File: src/rtl/fft256_seq_ctrl_pkg.sv
// fft256_pkg: shared types and helpers for the 256-point FFT sequencer.
//   FFT_N / FFT_LOGN : transform size and stage count
//   state_t          : sequencer phases
//   bfly_t           : butterfly A/B sample addresses plus twiddle index
//   bitrev8()        : 8-bit bit reversal used for the load order
//   bfly_addr(s, j)  : butterfly j of stage s -> {a, b, tw}
package fft256_pkg;

   localparam int FFT_N    = 256;
   localparam int FFT_LOGN = 8;

   typedef enum logic [2:0] {
      IDLE, LOAD, CALC, DRAIN, DRAIN_LAST, UNLOAD
   } state_t;

   typedef struct packed {
      logic [7:0] a;
      logic [7:0] b;
      logic [6:0] tw;
   } bfly_t;

   function automatic logic [7:0] bitrev8(input logic [7:0] x);
      logic [7:0] r;
      for (int i = 0; i < 8; i++) r[i] = x[7-i];
      return r;
   endfunction

   // pos selects the element inside a group of 2^s pairs, grp selects the
   // group; each group spans 2^(s+1) samples. The twiddle step halves with
   // every stage, so pos is scaled up to the 128-entry ROM.
   function automatic bfly_t bfly_addr(input logic [2:0] s, input logic [6:0] j);
      bfly_t      r;
      logic [7:0] half;
      logic [7:0] pos;
      logic [7:0] grp;
      half = 8'd1 << s;
      pos  = {1'b0, j} & (half - 8'd1);
      grp  = {1'b0, j} >> s;
      r.a  = (grp << ({1'b0, s} + 4'd1)) | pos;
      r.b  = r.a + half;
      r.tw = 7'(pos << (3'd7 - s));
      return r;
   endfunction

endpackage

File: src/rtl/fft256_seq_ctrl_if.sv
// fft256_seq_ctrl_if: all sequencer-facing signals of the FFT core.
//   inputs : inv, valid_in, sop_in
//   load   : in_ready, ld_we, ld_addr
//   calc   : bf_issue, bf_a_addr, bf_b_addr, tw_addr, tw_conj, stage
//   wback  : wb_we, wb_a_addr, wb_b_addr
//   unload : rd_addr, valid_out, sop_out
// Macro FFT_CTRL_STAGE_SCALE_EN adds bf_scale (per-stage divide-by-2).
// Handshake: a sample is taken on any cycle with valid_in & in_ready; there
// is no backpressure on the output side, valid_out is a pure strobe.
interface fft256_seq_ctrl_if;
   logic       inv;
   logic       valid_in;
   logic       sop_in;
   logic       in_ready;
   logic       ld_we;
   logic [7:0] ld_addr;
   logic       bf_issue;
   logic [7:0] bf_a_addr;
   logic [7:0] bf_b_addr;
   logic [6:0] tw_addr;
   logic       tw_conj;
   logic       wb_we;
   logic [7:0] wb_a_addr;
   logic [7:0] wb_b_addr;
   logic [2:0] stage;
   logic [7:0] rd_addr;
   logic       valid_out;
   logic       sop_out;
`ifdef FFT_CTRL_STAGE_SCALE_EN
   logic       bf_scale;
`endif

   modport slave (
      input  inv, valid_in, sop_in,
`ifdef FFT_CTRL_STAGE_SCALE_EN
      output bf_scale,
`endif
      output in_ready, ld_we, ld_addr, bf_issue, bf_a_addr, bf_b_addr,
             tw_addr, tw_conj, wb_we, wb_a_addr, wb_b_addr, stage,
             rd_addr, valid_out, sop_out
   );

   modport master (
      output inv, valid_in, sop_in,
`ifdef FFT_CTRL_STAGE_SCALE_EN
      input  bf_scale,
`endif
      input  in_ready, ld_we, ld_addr, bf_issue, bf_a_addr, bf_b_addr,
             tw_addr, tw_conj, wb_we, wb_a_addr, wb_b_addr, stage,
             rd_addr, valid_out, sop_out
   );
endinterface

File: src/rtl/fft256_dly_line.sv
// fft256_dly_line: DEPTH-stage shift register, cleared by async reset.
//   clk, rst_n : clock, asynchronous active-low reset
//   d_i        : WIDTH-bit input
//   q_o        : d_i delayed by DEPTH cycles (DEPTH >= 1)
module fft256_dly_line #(
   parameter int WIDTH = 1,
   parameter int DEPTH = 1
) (
   input  logic             clk,
   input  logic             rst_n,
   input  logic [WIDTH-1:0] d_i,
   output logic [WIDTH-1:0] q_o
);
   logic [WIDTH-1:0] sr_q [DEPTH];

   always_ff @(posedge clk or negedge rst_n) begin
      if (!rst_n) begin
         for (int i = 0; i < DEPTH; i++) sr_q[i] <= '0;
      end else begin
         sr_q[0] <= d_i;
         for (int i = 1; i < DEPTH; i++) sr_q[i] <= sr_q[i-1];
      end
   end

   assign q_o = sr_q[DEPTH-1];
endmodule

File: src/rtl/fft256_seq_ctrl.sv
// fft256_seq_ctrl: LOAD / CALC / DRAIN / UNLOAD sequencer of the
// memory-based 256-point radix-2 FFT. Owns only addresses and strobes.
//   clk, rst_n : clock, asynchronous active-low reset
//   io         : fft256_seq_ctrl_if.slave (sample input, RAM/ROM addresses,
//                write-back, result framing)
//   state_o    : current sequencer state, for debug/observation
// Parameters: BFLY_LAT (issue -> write-back, >=1), RD_LAT (RAM read, >=1).
// Macro FFT_CTRL_STAGE_SCALE_EN adds io.bf_scale.
module fft256_seq_ctrl
   import fft256_pkg::*;
#(
   parameter int BFLY_LAT = 3,
   parameter int RD_LAT   = 1
) (
   input  logic             clk,
   input  logic             rst_n,
   fft256_seq_ctrl_if.slave io,
   output state_t           state_o
);
   state_t     state_q, state_d;
   logic [7:0] cnt_q, cnt_d;
   logic [6:0] j_q, j_d;
   logic [2:0] s_q, s_d;
   logic [7:0] dcnt_q, dcnt_d;
   logic [7:0] rd_q, rd_d;
   logic       inv_q, inv_d;

   logic       in_ready_c, ld_we_c, issue_c, rd_stb_c;
   logic [7:0] ld_addr_c;
   logic       drain_done;
   bfly_t      bf;
   logic [16:0] wb_vec;
   logic [1:0]  vo_vec;

   assign bf         = bfly_addr(s_q, j_q);
   assign drain_done = (dcnt_q == 8'(BFLY_LAT - 1));

   always_ff @(posedge clk or negedge rst_n) begin
      if (!rst_n) begin
         state_q <= IDLE;
         cnt_q   <= '0;
         j_q     <= '0;
         s_q     <= '0;
         dcnt_q  <= '0;
         rd_q    <= '0;
         inv_q   <= 1'b0;
      end else begin
         state_q <= state_d;
         cnt_q   <= cnt_d;
         j_q     <= j_d;
         s_q     <= s_d;
         dcnt_q  <= dcnt_d;
         rd_q    <= rd_d;
         inv_q   <= inv_d;
      end
   end

   always_comb begin
      state_d    = state_q;
      cnt_d      = cnt_q;
      j_d        = j_q;
      s_d        = s_q;
      dcnt_d     = dcnt_q;
      rd_d       = rd_q;
      inv_d      = inv_q;
      in_ready_c = 1'b0;
      ld_we_c    = 1'b0;
      ld_addr_c  = '0;
      issue_c    = 1'b0;
      rd_stb_c   = 1'b0;
      unique case (state_q)
         IDLE: begin
            in_ready_c = 1'b1;
            if (io.valid_in && io.sop_in) begin
               ld_we_c = 1'b1;
               cnt_d   = 8'd1;
               inv_d   = io.inv;
               j_d     = '0;
               s_d     = '0;
               state_d = LOAD;
            end
         end
         LOAD: begin
            in_ready_c = 1'b1;
            ld_addr_c  = bitrev8(cnt_q);
            if (io.valid_in) begin
               ld_we_c = 1'b1;
               // A new sop restarts the frame and takes this beat as sample 0.
               if (io.sop_in) begin
                  ld_addr_c = '0;
                  cnt_d     = 8'd1;
                  inv_d     = io.inv;
               end else if (cnt_q == 8'(FFT_N - 1)) begin
                  cnt_d   = '0;
                  state_d = CALC;
               end else begin
                  cnt_d = cnt_q + 8'd1;
               end
            end
         end
         CALC: begin
            issue_c = 1'b1;
            if (j_q == 7'd127) begin
               j_d     = '0;
               dcnt_d  = '0;
               state_d = (s_q == 3'(FFT_LOGN - 1)) ? DRAIN_LAST : DRAIN;
            end else begin
               j_d = j_q + 7'd1;
            end
         end
         // Stall until the last write-back of this stage has landed so the
         // next stage never reads a stale sample.
         DRAIN: begin
            if (drain_done) begin
               dcnt_d  = '0;
               s_d     = s_q + 3'd1;
               state_d = CALC;
            end else begin
               dcnt_d = dcnt_q + 8'd1;
            end
         end
         DRAIN_LAST: begin
            if (drain_done) begin
               dcnt_d  = '0;
               s_d     = '0;
               rd_d    = '0;
               state_d = UNLOAD;
            end else begin
               dcnt_d = dcnt_q + 8'd1;
            end
         end
         UNLOAD: begin
            rd_stb_c = 1'b1;
            if (rd_q == 8'd255) begin
               rd_d    = '0;
               state_d = IDLE;
            end else begin
               rd_d = rd_q + 8'd1;
            end
         end
         default: state_d = IDLE;
      endcase
   end

   assign io.in_ready  = in_ready_c;
   assign io.ld_we     = ld_we_c;
   assign io.ld_addr   = ld_addr_c;
   assign io.bf_issue  = issue_c;
   assign io.bf_a_addr = issue_c ? bf.a  : '0;
   assign io.bf_b_addr = issue_c ? bf.b  : '0;
   assign io.tw_addr   = issue_c ? bf.tw : '0;
   assign io.tw_conj   = inv_q;
   assign io.stage     = s_q;
   assign io.rd_addr   = rd_stb_c ? rd_q : '0;
   assign state_o      = state_q;

   fft256_dly_line #(.WIDTH(17), .DEPTH(BFLY_LAT)) u_wb_dly (
      .clk   (clk),
      .rst_n (rst_n),
      .d_i   ({issue_c, io.bf_a_addr, io.bf_b_addr}),
      .q_o   (wb_vec)
   );
   assign io.wb_we     = wb_vec[16];
   assign io.wb_a_addr = wb_vec[15:8];
   assign io.wb_b_addr = wb_vec[7:0];

   fft256_dly_line #(.WIDTH(2), .DEPTH(RD_LAT)) u_vo_dly (
      .clk   (clk),
      .rst_n (rst_n),
      .d_i   ({rd_stb_c, rd_stb_c & (rd_q == 8'd0)}),
      .q_o   (vo_vec)
   );
   assign io.valid_out = vo_vec[1];
   assign io.sop_out   = vo_vec[0];

`ifdef FFT_CTRL_STAGE_SCALE_EN
   // Forward transforms halve every stage (1/N overall); inverse never scales.
   // The flag is frame-constant, so it is valid both at issue and write-back.
   assign io.bf_scale = ~inv_q & (issue_c | wb_vec[16]);
`endif
endmodule

File: src/flat_wrapper.sv
// flat-port wrapper written by rule: the top's interface ports become plain ports
module fft256_seq_ctrl_flat import fft256_pkg::*;
#(
   parameter int BFLY_LAT = 3,
   parameter int RD_LAT   = 1
)
  (clk, rst_n, state_o, io_inv, io_valid_in, io_sop_in, io_in_ready, io_ld_we, io_ld_addr, io_bf_issue, io_bf_a_addr, io_bf_b_addr, io_tw_addr, io_tw_conj, io_wb_we, io_wb_a_addr, io_wb_b_addr, io_stage, io_rd_addr, io_valid_out, io_sop_out);
  fft256_seq_ctrl_if io_i ();
  input  logic clk;
  input  logic rst_n;
  output state_t state_o;
  input wire logic [$bits(io_i.inv)-1:0] io_inv;
  input wire logic [$bits(io_i.valid_in)-1:0] io_valid_in;
  input wire logic [$bits(io_i.sop_in)-1:0] io_sop_in;
  output wire logic [$bits(io_i.in_ready)-1:0] io_in_ready;
  output wire logic [$bits(io_i.ld_we)-1:0] io_ld_we;
  output wire logic [$bits(io_i.ld_addr)-1:0] io_ld_addr;
  output wire logic [$bits(io_i.bf_issue)-1:0] io_bf_issue;
  output wire logic [$bits(io_i.bf_a_addr)-1:0] io_bf_a_addr;
  output wire logic [$bits(io_i.bf_b_addr)-1:0] io_bf_b_addr;
  output wire logic [$bits(io_i.tw_addr)-1:0] io_tw_addr;
  output wire logic [$bits(io_i.tw_conj)-1:0] io_tw_conj;
  output wire logic [$bits(io_i.wb_we)-1:0] io_wb_we;
  output wire logic [$bits(io_i.wb_a_addr)-1:0] io_wb_a_addr;
  output wire logic [$bits(io_i.wb_b_addr)-1:0] io_wb_b_addr;
  output wire logic [$bits(io_i.stage)-1:0] io_stage;
  output wire logic [$bits(io_i.rd_addr)-1:0] io_rd_addr;
  output wire logic [$bits(io_i.valid_out)-1:0] io_valid_out;
  output wire logic [$bits(io_i.sop_out)-1:0] io_sop_out;
  assign io_i.inv = io_inv;
  assign io_i.valid_in = io_valid_in;
  assign io_i.sop_in = io_sop_in;
  assign io_in_ready = io_i.in_ready;
  assign io_ld_we = io_i.ld_we;
  assign io_ld_addr = io_i.ld_addr;
  assign io_bf_issue = io_i.bf_issue;
  assign io_bf_a_addr = io_i.bf_a_addr;
  assign io_bf_b_addr = io_i.bf_b_addr;
  assign io_tw_addr = io_i.tw_addr;
  assign io_tw_conj = io_i.tw_conj;
  assign io_wb_we = io_i.wb_we;
  assign io_wb_a_addr = io_i.wb_a_addr;
  assign io_wb_b_addr = io_i.wb_b_addr;
  assign io_stage = io_i.stage;
  assign io_rd_addr = io_i.rd_addr;
  assign io_valid_out = io_i.valid_out;
  assign io_sop_out = io_i.sop_out;
  fft256_seq_ctrl #(.BFLY_LAT(BFLY_LAT), .RD_LAT(RD_LAT)) u_core (.clk(clk), .rst_n(rst_n), .io(io_i), .state_o(state_o));
endmodule
File: config.mk
export PLATFORM = sky130hd
export DESIGN_NAME = fft256_seq_ctrl_flat
export DESIGN_NICKNAME = d
export VERILOG_FILES = /design/src/rtl/fft256_seq_ctrl_pkg.sv /design/src/rtl/fft256_seq_ctrl_if.sv /design/src/rtl/fft256_dly_line.sv /design/src/rtl/fft256_seq_ctrl.sv /design/src/flat_wrapper.sv
export SDC_FILE = /design/constraint.sdc
export NUM_CORES = 1
export LEC_CHECK = 0
export BUFFER_PORTS_ARGS = -buffer_cell sky130_fd_sc_hd__buf_4
export CORE_UTILIZATION = 55
export DETAILED_ROUTE_END_ITERATION = 12
export PLACE_DENSITY = 0.76
export SETUP_SLACK_MARGIN = 0.5
export SLEW_MARGIN = 20
export SYNTH_ARGS = -nofsm -noshare
export SYNTH_HDL_FRONTEND = slang
export SYNTH_HIERARCHICAL = 1
export SYNTH_SLANG_ARGS = --single-unit
File: constraint.sdc
create_clock -name clk -period 4.94 [get_ports clk]
set_input_delay 0.247 -clock clk [delete_from_list [all_inputs] [get_ports clk]]
set_output_delay 0.247 -clock clk [all_outputs]
set_load 0.05 [all_outputs]
Word level (Yosys, flattened, before mapping)
Index checks and enable logic that the tools add are counted.

word-level totals
  flip-flop bits (word level) = 91
  output and inout port bits = 68
  input bits = 5
  word-level logic and storage cells = 108

cells by class
  bitwise logic cells = 3
  equal/unequal tests = 19
  reduce and logical (&&, ||, !) cells = 17
  muxes and demuxes = 45
  $add $sub $neg = 9
  shifts and indexed selects = 4

operators by type and width
  kind                 number
  $mux 8               14
  $pmux 8 s2           3
  $mux 3               12
  $add 8x1->8 const B  3
  $mux 7               3
  $pmux 3 s6           1
  $eq 8x8->1 const B   2
  $pmux 7 s2           1
  $ne 2x1->1 const B   6
  $eq 3x3->1 const B   3
  $pmux 3 s3           1
  $add 8x8->8          1
  $and 7x8->8          1
  $eq 8x2->1 const B   1
  $logic_not 8->1      1
  $mux 1               8
  $or 8x8->8           1
  $reduce_and 4->1     2
  $reduce_and 8->1     1
  $reduce_bool 2->1    4
  $shl 1x3->8 const A  1
  $shl 8x3->7          1
  $shl 8x4->8          1
  $shr 7x3->8          1
  17 further kinds     24

Depth between registers and ports, before layout
Gate-level depths: netlist of the first run.

  depth in word-level cells = 6
  gate-level depth with buffers = 18
  gate-level depth less buffers = 15

Modules after synthesis
Netlist of the first run, hierarchy kept.

modules (own cells, without submodules)
  module                              cells an instance  instances  area an instance (um2)
  fft256_seq_ctrl                     466                1          3535.9
  fft256_dly_line at u_core.u_wb_dly  68                 1          1403.8
  fft256_dly_line at u_core.u_vo_dly  2                  1          50.0

Worst setup path before layout of the first run
OpenSTA, ideal clock, no wires.

  path type = register to output
  start = register u_core.s_q[2], in the netlist u_core/io.stage[2]
  end = output io_bf_b_addr[6]
  arrival = 4.676 ns
  cell stages (with the launch flop) = 17
  slack = 0.017 ns
  path through = dfrtp_1 buf_2 buf_2 clkinv_1 ha_1 clkbuf_1 nand2_1 o32ai_1 ha_1 inv_1 fa_1 nor2b_1 o21ai_0 a21oi_1 o21a_1 nor3_1 nor3_1

on the way
  longest elaborated chain between the ends = 6
  elaborated cells between the ends (all ways) = 9
  those cells by class = 3 x add/sub; 3 x shift; 1 x mux; 2 x bitwise

ends and longest elaborated chain
  element                 RTL line                   source
  start, declared         fft256_seq_ctrl.sv:23      logic [2:0] s_q, s_d;
  start signal, assigned  fft256_seq_ctrl.sv:43      s_q <= '0;
  start signal, assigned  fft256_seq_ctrl.sv:51      s_q <= s_d;
  $shl 1x3->8             fft256_seq_ctrl_pkg.sv:36  half = 8'd1 << s;
  $sub 8x1->8             fft256_seq_ctrl_pkg.sv:37  pos = {1'b0, j} & (half - 8'd1);
  $and 7x8->8             fft256_seq_ctrl_pkg.sv:37
  $or 8x8->8              fft256_seq_ctrl_pkg.sv:39  r.a = (grp << ({1'b0, s} + 4'd1)) | pos;
  $add 8x8->8 (*)         fft256_seq_ctrl_pkg.sv:40  r.b = r.a + half;
  $mux 8 (*)              fft256_seq_ctrl.sv:150     assign io.bf_b_addr = issue_c ? bf.b : '0;
  end, declared           flat_wrapper.sv:20         output wire logic [$bits(io_i.bf_b_addr)-1:0] io_bf_b_addr;

Mark *: on every way between the ends. The rest lies on a longest branch, timed or not.

Worst setup path in the final report of the first run
  start = register u_core.s_q[0], in the netlist u_core/io.stage[0]
  end = output io_bf_b_addr[6]

The elaborated chain is that of the path after synthesis.

==> impl_metrics.csv, run 1 <==
group,metric,value,unit
outcome,status,"complete, no violations",
floorplanning,die_x,97.3,microns
setup_path,cp_slowest_cell,"dfrtp_2",
synth,synth-seq-cells,91,
drt,wirelength,11400,microns
drt,wl_per_cell,16.2,microns
setup_path,cp.arrival,3970,ps
drt,ant_nets,0,
clock_network,cts_sinks,91,
synth,yosys.area.top_type,"dfrtp_1",
drt,vias,4120,
final_layout,diodes,0,
synth,synth_area_per_cell,9.31,sq um
power,total_power,1.43,mW
setup_path,startpoint_type,"flop",
drt,drt_iter0_drc,280,
power,seqPwrFrac,52.7,%
setup_path,crit_path_end_kind,"output pin",
clock_network,clockBufferDepth,2,
drt,dr.pass1.iters,5,
synth,yosys-top-cells-area,"dfrtp_1 46%, ha_1 5.0%, o21ai_0 5.0%, nor2_1 3.9%, and2_1 3.4%",
clock_network,clk_pin_slew,90,ps
setup_path,path_max_fanout,9,
grt,antenna_found_initial,0,
timing,final_hold_viol_count,0,
synth,syn_inst,536,
floorplanning,io_pins,73,
timing,finalCriticalPeriod,4220,ps
synth,async_flop_share,100,%
power,p_leak,2.80,nW
placed_design,placed_area,5500,sq um
timing,setup_violations,0,
setup_path,crit_path_cell_trace,"buf_4, mux2i_1, a2111oi_0, a21o_1, nor2_1, o31ai_1, ha_1, nor2b_1, o21ai_0, a21oi_1, o21a_1, o21a_1, nor3_4, buf_4",
floorplanning,die_h,97.3,microns
synth,synth_edf_count,0,
synth,seq_area_frac_synth,45.6,%
power,power_frac_clock,42.8,%
grt,grt_pass1_wl,19300,microns
timing,max_freq,237,MHz
grt,grt_max_degree,61,
placed_design,dp_hpwl,7970,microns
setup_path,crit_path_max_incr_delay,490,ps
floorplanning,core_area,8760,sq um
clock_network,cts_root_buf,"clkbuf_8",
drt,viasPerCell,5.89,
timing,rsz0062_at_grt,"no",
placed_design,place.gp.congestion,0.958,
timing,clock_skew,11.2,ps
clock_network,tritoncts,"built",
power,swShare,21.7,%
synth,ys_warn_count,6,
grt,grt_use_total,25.0,%
final_layout,nets,613,
synth,syn_nets,562,
power,power_frac_comb,4.5,%
grt,grt_overflow,0,
final_layout,syn2layout_area_growth,16.8,%
clock_network,htree_levels,3,
timing,slew_headroom,49.3,%
clock_network,insertion_delay,340,ps
final_layout,utilization,66.5,%
final_layout,drive_above_1_share,20.6,%
clock_network,cts-buffers-inserted,9,
setup_path,required,4690,ps
power,ir_worst_vdd,0.163,mV
power,p_per_area,246,nW/um^2
timing,maxSlewViolCount,0,
final_layout,layout_commonest_cell,"dfrtp_1",
synth,yosys_most_used_dff,"dfrtp_1",
synth,synth_cell_types,61,
floorplanning,start_util,56.9,%
timing,tightest_slew,757,ps
setup_path,crit_type,"reg -> out",
floorplanning,dieArea,9460,sq um
timing,fin_crit_sh,85.4,%
final_layout,mostFrequentLayoutCells,"89 x dfrtp_1, 81 x buf_4, 51 x nor2_1",
grt,grt_pass1_vias,3867,
job,cap_violations,0,
power,p_sw,0.310,mW
min_path,min_path_type,"in -> reg",
final_layout,final_area,5830,sq um
setup_path,r2r_setup_slack,1450,ps
timing,final.setup.tns,0,ps
floorplanning,rows,34,
placed_design,io_buffers,72,
synth,synth_top_area_share,45.6,%
synth,syn_area,4990,sq um
drt,drc,0,
power,p_int,1.12,mW
per-stage QoR:
step	hold slack, ps	worst slack [ps]	std cells
3_5_place_dp	222	844	679
2_1_floorplan	-48.6	586	536
4_1_cts	118	533	696
3_3_place_gp	217	954	679
5_1_grt	128	464	700
6_report	133	723	700
cell type report:
class	count	area (sq um)
well taps	108	135
repair buffers	83	629
fillers	696	2940
flip-flops and latches	91	2280
inverters	24	97.6
clock buffers	11	141
multi-input cells	378	2430
clock inverters	5	108
routing by layer:
metal,vias to the layer above,global-route usage (%),wire length (microns)
met1,1995,36.3,5270
met3,9,5.11,659
met2,149,39.4,5330
met4,0,4.64,98
li1,1967,-,-
met5,-,0,0
flip-flops by register name (all words and copies together) (netlist names):
name	cells
u_core/u_wb_dly/sr_q	34
u_core/u_wb_dly/q_o	17
u_core/cnt_q	8
u_core/dcnt_q	8
u_core/rd_q	8
u_core/j_q	7
u_core/io.stage	3
u_core/state_o	3
u_core/u_vo_dly/q_o	2
u_core/io.tw_conj	1
final timing paths:
path,startpoint,end,cells past startpoint
setup / recovery,u_core/io.stage[0],io_bf_b_addr[6],14
max in group asynchronous,rst_n,u_core/u_wb_dly/sr_q[17],3
hold reg to reg,u_core/u_wb_dly/sr_q[27],u_core/u_wb_dly/q_o[10],0
min in group asynchronous,rst_n,u_core/u_wb_dly/sr_q[31],2
setup reg to reg,u_core/io.stage[1],u_core/u_wb_dly/sr_q[40],14
hold / removal,io_inv,u_core/io.tw_conj,2
critical path: cells and delay by family, from the launching register on:
family | cells | cell delay, ps
buf+inv | 2 | 390
mux | 1 | 180
simple gates | 3 | 410
fa+ha+maj | 1 | 350
compound gates | 7 | 1810
flops | 1 | 490
cell families (layout without fill, tap and decap cells):
group / count (synthesis) / count (layout) / share of synthesized area, %
AND/OR/NAND/NOR: 204 / 204 / 20.5
AO/OA/AOI/OAI: 131 / 131 / 17.0
flip-flops: 91 / 91 / 45.6
buffers and inverters: 67 / 123 / 6.59
adder cells (fa/ha/maj): 21 / 21 / 5.42
multiplexers: 13 / 13 / 2.98
XOR/XNOR: 9 / 9 / 1.86
Yosys cell counts, drive strengths merged, types with 4 or more instances:
library cell,instances
buf,24
inv,22
xor2,5
nand2b,13
o22ai,7
nand4,5
o21ai,50
mux2i,7
ha,20
a22o,8
nand2,45
a21oi,18
nor3,14
dfrtp,91
and2,27
nor2b,9
nand3,13
o21a,6
a31oi,7
clkbuf,19
and3,13
nor2,52
mux2,5
a22oi,4
timing repair:
action	CTS	global route
hold buffers	1	0
setup endpoints to repair	1	3
setup buffers	0	4
pin swaps	0	1
gates cloned	0	0
gates resized for setup	1	10
hold endpoints to repair	31	0
power groups by stage:
| stage | clock network [mW] | logic [mW] | registers (mW) |
|---|---|---|---|
| 6_report | 0.613 | 0.0639 | 0.756 |
| 5_1_grt | 0.660 | 0.0714 | 0.758 |
| 4_1_cts | 0.632 | 0.0652 | 0.756 |
| 3_5_place_dp | 0 | 0.0643 | 0.770 |
| 3_3_place_gp | 0 | 0.0640 | 0.770 |
| 2_1_floorplan | 0 | 0.0312 | 0.773 |
Power figures use the tool's default switching activity.
==> run 2, diff against run 1 <==
ABC_AREA = 1   (was unset)
PLACE_DENSITY = 0.89   (was 0.76)
==> impl_metrics.csv, run 2 <==
group,metric,value,unit
timing,final_hold_viol_count,0,
drt,wirelength,11600,microns
synth,yosys-top-cells-area,"dfrtp_1 46%, nand2_1 8.5%, nand3_1 6.7%, ha_1 5.1%, inv_1 4.8%",
timing,final.setup.tns,0,ps
timing,finalCriticalPeriod,4050,ps
floorplanning,rows,34,
clock_network,clockBufferDepth,2,
synth,synth_cell_types,42,
setup_path,cp.arrival,3800,ps
clock_network,cts_root_buf,"clkbuf_8",
drt,ant_nets,0,
synth,seq_area_frac_synth,46.4,%
final_layout,drive_above_1_share,18.9,%
synth,ys_top_cells_by_count,"111 x nand2_1, 91 x dfrtp_1, 66 x nand3_1",
synth,ys_warn_count,6,
final_layout,largest_reg_flops,34,
outcome,status,"complete, no violations",
setup_path,required,4690,ps
floorplanning,start_util,56.6,%
grt,grt_pass1_wl,19300,microns
timing,fin_crit_sh,82.0,%
placed_design,dp_hpwl,8560,microns
drt,viasPerCell,5.69,
setup_path,critical_path.most_common_cell,"nand2_1",
setup_path,crit_path_end_kind,"output pin",
power,ir_worst_vdd,0.274,mV
power,p_leak,2.89,nW
synth,synth-seq-cells,91,
grt,grt_pass1_vias,4071,
min_path,hold_path_end,"u_core/io.tw_conj",
timing,maxSlewViolCount,0,
setup_path,crit_path_max_incr_delay,580,ps
power,p_per_area,629,nW/um^2
clock_network,clk_pin_slew,100,ps
setup_path,cp_num_buf_inv,4,
final_layout,mostFrequentLayoutCells,"111 x nand2_1, 89 x dfrtp_1, 73 x buf_4",
synth,synth_area_per_cell,8.26,sq um
timing,clock_skew,8.34,ps
drt,vias,4321,
clock_network,cts-buffers-inserted,9,
power,p_int,1.73,mW
drt,drt_iter0_drc,348,
timing,tightest_slew,820,ps
final_layout,syn2layout_area_growth,14.3,%
min_path,min_from,"io_inv",
drt,drc,0,
floorplanning,dieArea,9310,sq um
final_layout,top_register,"u_core/u_wb_dly/sr_q",
grt,grt_overflow,0,
synth,yosys.area.top_type,"dfrtp_1",
drt,dr.pass1.iters,6,
clock_network,htree_levels,3,
clock_network,insertion_delay,360,ps
setup_path,worstRegToRegCells,17,
final_layout,layout_commonest_cell,"nand2_1",
power,swShare,51.1,%
final_layout,layoutNonFillerInstCount,760,
job,cap_violations,0,
grt,grt_max_degree,70,
clock_network,post_cts.repair.setup_buffers,0,
synth,yosys_most_used_dff,"dfrtp_1",
min_path,min_path_type,"in -> reg",
min_path,hold_path_depth,3,
synth,async_flop_share,100,%
setup_path,cp_slowest_cell,"dfrtp_2",
grt,antenna_found_initial,0,
floorplanning,core_area,8680,sq um
floorplanning,io_pins,73,
setup_path,worstReg2RegStart,"u_core/io.stage[0]",
floorplanning,die_x,96.5,microns
floorplanning,die_h,96.5,microns
setup_path,path_max_fanout,24,
timing,whs,121,ps
setup_path,path_delay_family,"adder cells",
power,seqPwrFrac,30.7,%
setup_path,crit_type,"reg -> out",
power,power_frac_comb,54.0,%
synth,syn_inst,595,
synth,synth_edf_count,0,
setup_path,crit_path_cell_trace,"inv_4, ha_1, nand2_1, ha_1, inv_1, nand2_1, nand3_1, nand2_1, ha_1, inv_1, nor2_1, o21ai_0, nand2_1, a21o_1, a21oi_1, xor2_1, nor2_1, buf_4",
synth,syn_nets,621,
timing,slew_headroom,45.4,%
placed_design,io_buffers,72,
setup_path,startpoint_type,"flop",
timing,setup_violations,0,
setup_path,r2r_setup_slack,1580,ps
timing,max_freq,247,MHz
synth,syn_area,4910,sq um
setup_path,reg2reg_to,"u_core/u_wb_dly/sr_q[40]",
timing,rsz0062_at_grt,"no",
synth,synth_top_area_share,46.4,%
clock_network,cts_sinks,91,
placed_design,place.gp.congestion,0.916,
synth,yosysMostFrequentCell,"nand2_1",
drt,wl_per_cell,15.3,microns
power,p_sw,1.81,mW
grt,grt_use_total,27.1,%
placed_design,dpl_worst_slack,1040,ps
final_layout,nets,673,
final_layout,diodes,0,
timing,layout_setup_ws,891,ps
placed_design,dpl.cell_count,743,
power,power_frac_clock,15.3,%
clock_network,tritoncts,"built",
[run 2: power groups by stage]
stage | Clock, mW | Sequential [mW] | Combinational [mW]
after CTS | 0.552 | 1.08 | 1.88
after global placement | 0 | 1.08 | 1.84
after floorplan | 0 | 1.09 | 1.44
final | 0.541 | 1.09 | 1.91
after detailed placement | 0 | 1.10 | 1.87
after global routing | 0.586 | 1.11 | 2.09
[run 2: cell families (layout without fill, tap and decap cells)]
logic type      count (synthesis)  in the layout  share of synthesized area [%]
compound gates                 91             91                           10.2
xor+xnor                       13             13                           2.32
fa+ha+maj                      21             21                           5.50
buf+inv                       110            167                           10.2
flops                          91             91                           46.4
mux                             2              2                          0.408
simple gates                  267            267                           25.0
[run 2: worst min-delay path: stages]
cell	delay (ps)
buf_4	70
nor4_1	40
nor2_1	80
[run 2: final cells by class]
cell class | count | area [sq um]
clock buffer | 9 | 124
inverter | 77 | 292
multi-input combinational | 394 | 2130
fill | 708 | 3060
timing repair buffer | 74 | 558
clock inverter | 7 | 93.8
tap | 108 | 135
sequential | 91 | 2280
[run 2: per-stage QoR]
step / instance area [sq um] / power [mW] / util [%]
2_1_floorplan: 4910 / 2.53 / -
3_3_place_gp: 5380 / 2.92 / 62.0
3_5_place_dp: 5380 / 2.97 / 62.0
4_1_cts: 5610 / 3.52 / 64.7
5_1_grt: 5620 / 3.79 / 64.7
6_report: 5620 / 3.54 / 64.7
[run 2: layer usage]
metal	up-vias	track usage [%]	share of wire, %
met2	207	44.7	49
met4	0	8.70	2.2
li1	2044	-	-
met1	2043	36.5	42
met3	27	4.46	7.5
met5	-	0	0
[run 2: repair_timing]
action,4_1_cts,5_1_grt
endpoints found under the setup margin,0,4
hold buffers,1,0
resized for setup,0,4
endpoints found under the hold margin,22,0
[run 2: worst max path at each step]
| stage | start | endpoint | slack (ps) | cells past startpoint |
|---|---|---|---|---|
| 2_1_floorplan | u_core/io.stage[0] | io_bf_b_addr[6] | 840 | 19 |
| 3_3_place_gp | u_core/io.stage[0] | io_bf_b_addr[6] | 1110 | 18 |
| 3_5_place_dp | u_core/io.stage[0] | io_bf_b_addr[6] | 1040 | 18 |
| 4_1_cts | u_core/io.stage[0] | io_bf_b_addr[6] | 610 | 18 |
| 5_1_grt | u_core/io.stage[2] | io_bf_b_addr[6] | 600 | 17 |
| 6_report | u_core/io.stage[0] | io_bf_b_addr[6] | 890 | 18 |
==> run 3, diff against run 2 <==
clock period = 4.1 ns   (was 4.94 ns; I/O delays follow)
==> impl_metrics.csv, run 3 (synthesis gave the netlist of run 2 again) <==
group,metric,value,unit
timing,max_freq,271,MHz
clock_network,tritoncts,"built",
final_layout,drive_above_1_share,27.2,%
clock_network,cts-buffers-inserted,9,
timing,maxSlewViolCount,0,
grt,antenna_found_initial,0,
final_layout,mostFrequentLayoutCells,"101 x nand2_1, 89 x dfrtp_1, 81 x buf_4",
grt,grt_overflow,0,
clock_network,htree_levels,3,
setup_path,cp_slowest_cell,"dfrtp_4",
drt,vias,4485,
timing,clock_skew,13.1,ps
clock_network,clk_pin_slew,90,ps
timing,slew_headroom,49.5,%
clock_network,cts_root_buf,"clkbuf_8",
timing,fin_crit_sh,90.0,%
setup_path,path_delay_family,"simple AND/OR/NAND/NOR gates",
final_layout,utilization,68.9,%
setup_path,path_max_fanout,5,
drt,drc,0,
floorplanning,rows,34,
final_layout,largest_reg_flops,34,
clock_network,clockBufferDepth,2,
timing,layout_setup_ws,409,ps
clock_network,cts_sinks,91,
timing,final_hold_viol_count,0,
final_layout,layout_commonest_cell,"nand2_1",
timing,whs,60.7,ps
setup_path,path_depth,21,
drt,viasPerCell,5.77,
final_layout,nets,690,
grt,grt_pass1_vias,4049,
setup_path,crit_path_end_kind,"output pin",
setup_path,startpoint_type,"flop",
drt,ant_nets,0,
setup_path,crit_path_cell_trace,"buf_12, buf_6, nand2_1, nand3_1, nand3_1, nand2_1, nand2_2, nor2_4, nand2_2, nand2_1, ha_2, inv_1, fa_2, nor2_4, o21ai_1, nand2_1, a21o_1, a21oi_2, xor2_2, nor2_4, buf_8",
setup_path,cp_num_buf_inv,4,
setup_path,required,3890,ps
timing,final.setup.tns,0,ps
outcome,status,"complete, no violations",
final_layout,top_register,"u_core/u_wb_dly/sr_q",
job,cap_violations,0,
placed_design,dp_hpwl,8440,microns
setup_path,critical_path.most_common_cell,"nand2_1",
drt,wl_per_cell,16.5,microns
floorplanning,io_pins,73,
timing,rsz0062_at_grt,"yes",
floorplanning,core_area,8680,sq um
placed_design,place.gp.congestion,0.942,
power,ir_worst_vdd,0.316,mV
timing,tightest_slew,755,ps
floorplanning,start_util,56.6,%
final_layout,layoutNonFillerInstCount,777,
drt,dr.pass1.iters,5,
clock_network,insertion_delay,370,ps
setup_path,cp.arrival,3490,ps
setup_path,crit_type,"reg -> out",
placed_design,dpl_worst_slack,490,ps
placed_design,io_buffers,72,
grt,grt_use_total,26.7,%
grt,grt_max_degree,55,
final_layout,syn2layout_area_growth,21.8,%
floorplanning,dieArea,9310,sq um
floorplanning,die_x,96.5,microns
setup_path,crit_path_max_incr_delay,510,ps
min_path,min_path_type,"in -> reg",
drt,drt_iter0_drc,491,
placed_design,dpl.cell_count,745,
timing,setup_violations,0,
power,p_leak,2.98,nW
drt,wirelength,12800,microns
timing,finalCriticalPeriod,3690,ps
floorplanning,die_h,96.5,microns
setup_path,worstRegToRegCells,20,
grt,grt_pass1_wl,18900,microns
power,p_per_area,767,nW/um^2
min_path,hold_path_depth,3,
final_layout,diodes,0,
## run 3: changes by cell type in the layout (fill, tap and decap cells not counted), moves of 8 or more
| cell | delta |
|---|---|
| nand2_1 | -10 |
| ha_1 | -9 |
| nand3_2 | +9 |
| buf_4 | +8 |
| nand2_2 | +10 |
| nand3_1 | -9 |
## run 3: path summary, 6_finish.rpt
check,from,to,slack [ps]
setup / recovery,u_core/io.stage[0],io_bf_b_addr[6],410
hold / removal,io_inv,u_core/io.tw_conj,60
setup reg to reg,u_core/io.stage[0],u_core/u_wb_dly/sr_q[40],1020
hold reg to reg,u_core/u_wb_dly/sr_q[40],u_core/u_wb_dly/sr_q[23],350
max in group asynchronous,rst_n,u_core/cnt_q[6],2760
min in group asynchronous,rst_n,u_core/u_wb_dly/sr_q[24],400
## run 3: final cells by class
cell class	count	area [sq um]
repair buffers	89	703
fillers	640	2700
flip-flops and latches	91	2280
clock buffers	9	124
repair inverters	2	17.5
well taps	108	135
inverters	77	309
multi-input cells	394	2350
clock inverters	7	57.6
## run 3: where the power goes
group          internal [mW]  total [mW]  switching (mW)
combinational          0.856        2.73            1.87
sequential              1.12        1.29           0.170
clock                  0.230       0.569           0.339
total                   2.21        4.59            2.38
## run 3: what timing repair did
item / in CTS / in global routing
pin swaps: 3 / 11
resized for setup: 10 / 51
hold endpoints to repair: 53 / 0
endpoints found under the setup margin: 5 / 4
hold buffers: 1 / 0
cloned: 1 / 1
buffers inserted: 4 / 9
## run 3: per-stage QoR
stage               cell area, sq um  power, mW
finish                          5980       4.59
global route                    5980       4.86
CTS                             5700       4.24
detailed placement              5420       3.58
global placement                5420       3.52
floorplan                       4930       3.06
## run 3: routing by layer
metal  wire length (microns)  vias to the layer above  track usage, %  share of wire, %
li1                        -                     2083               -                 -
met5                       0                        -               0                 0
met3                     949                       56            5.32               7.4
met2                    6120                      235            42.4                48
met4                     499                        0            12.3               3.9
met1                    5260                     2111            35.0                41
## run 3: worst min-delay path, stage by stage
cell and delay (ps):
buf_4 80, nor4_1 30, nor2_1 70
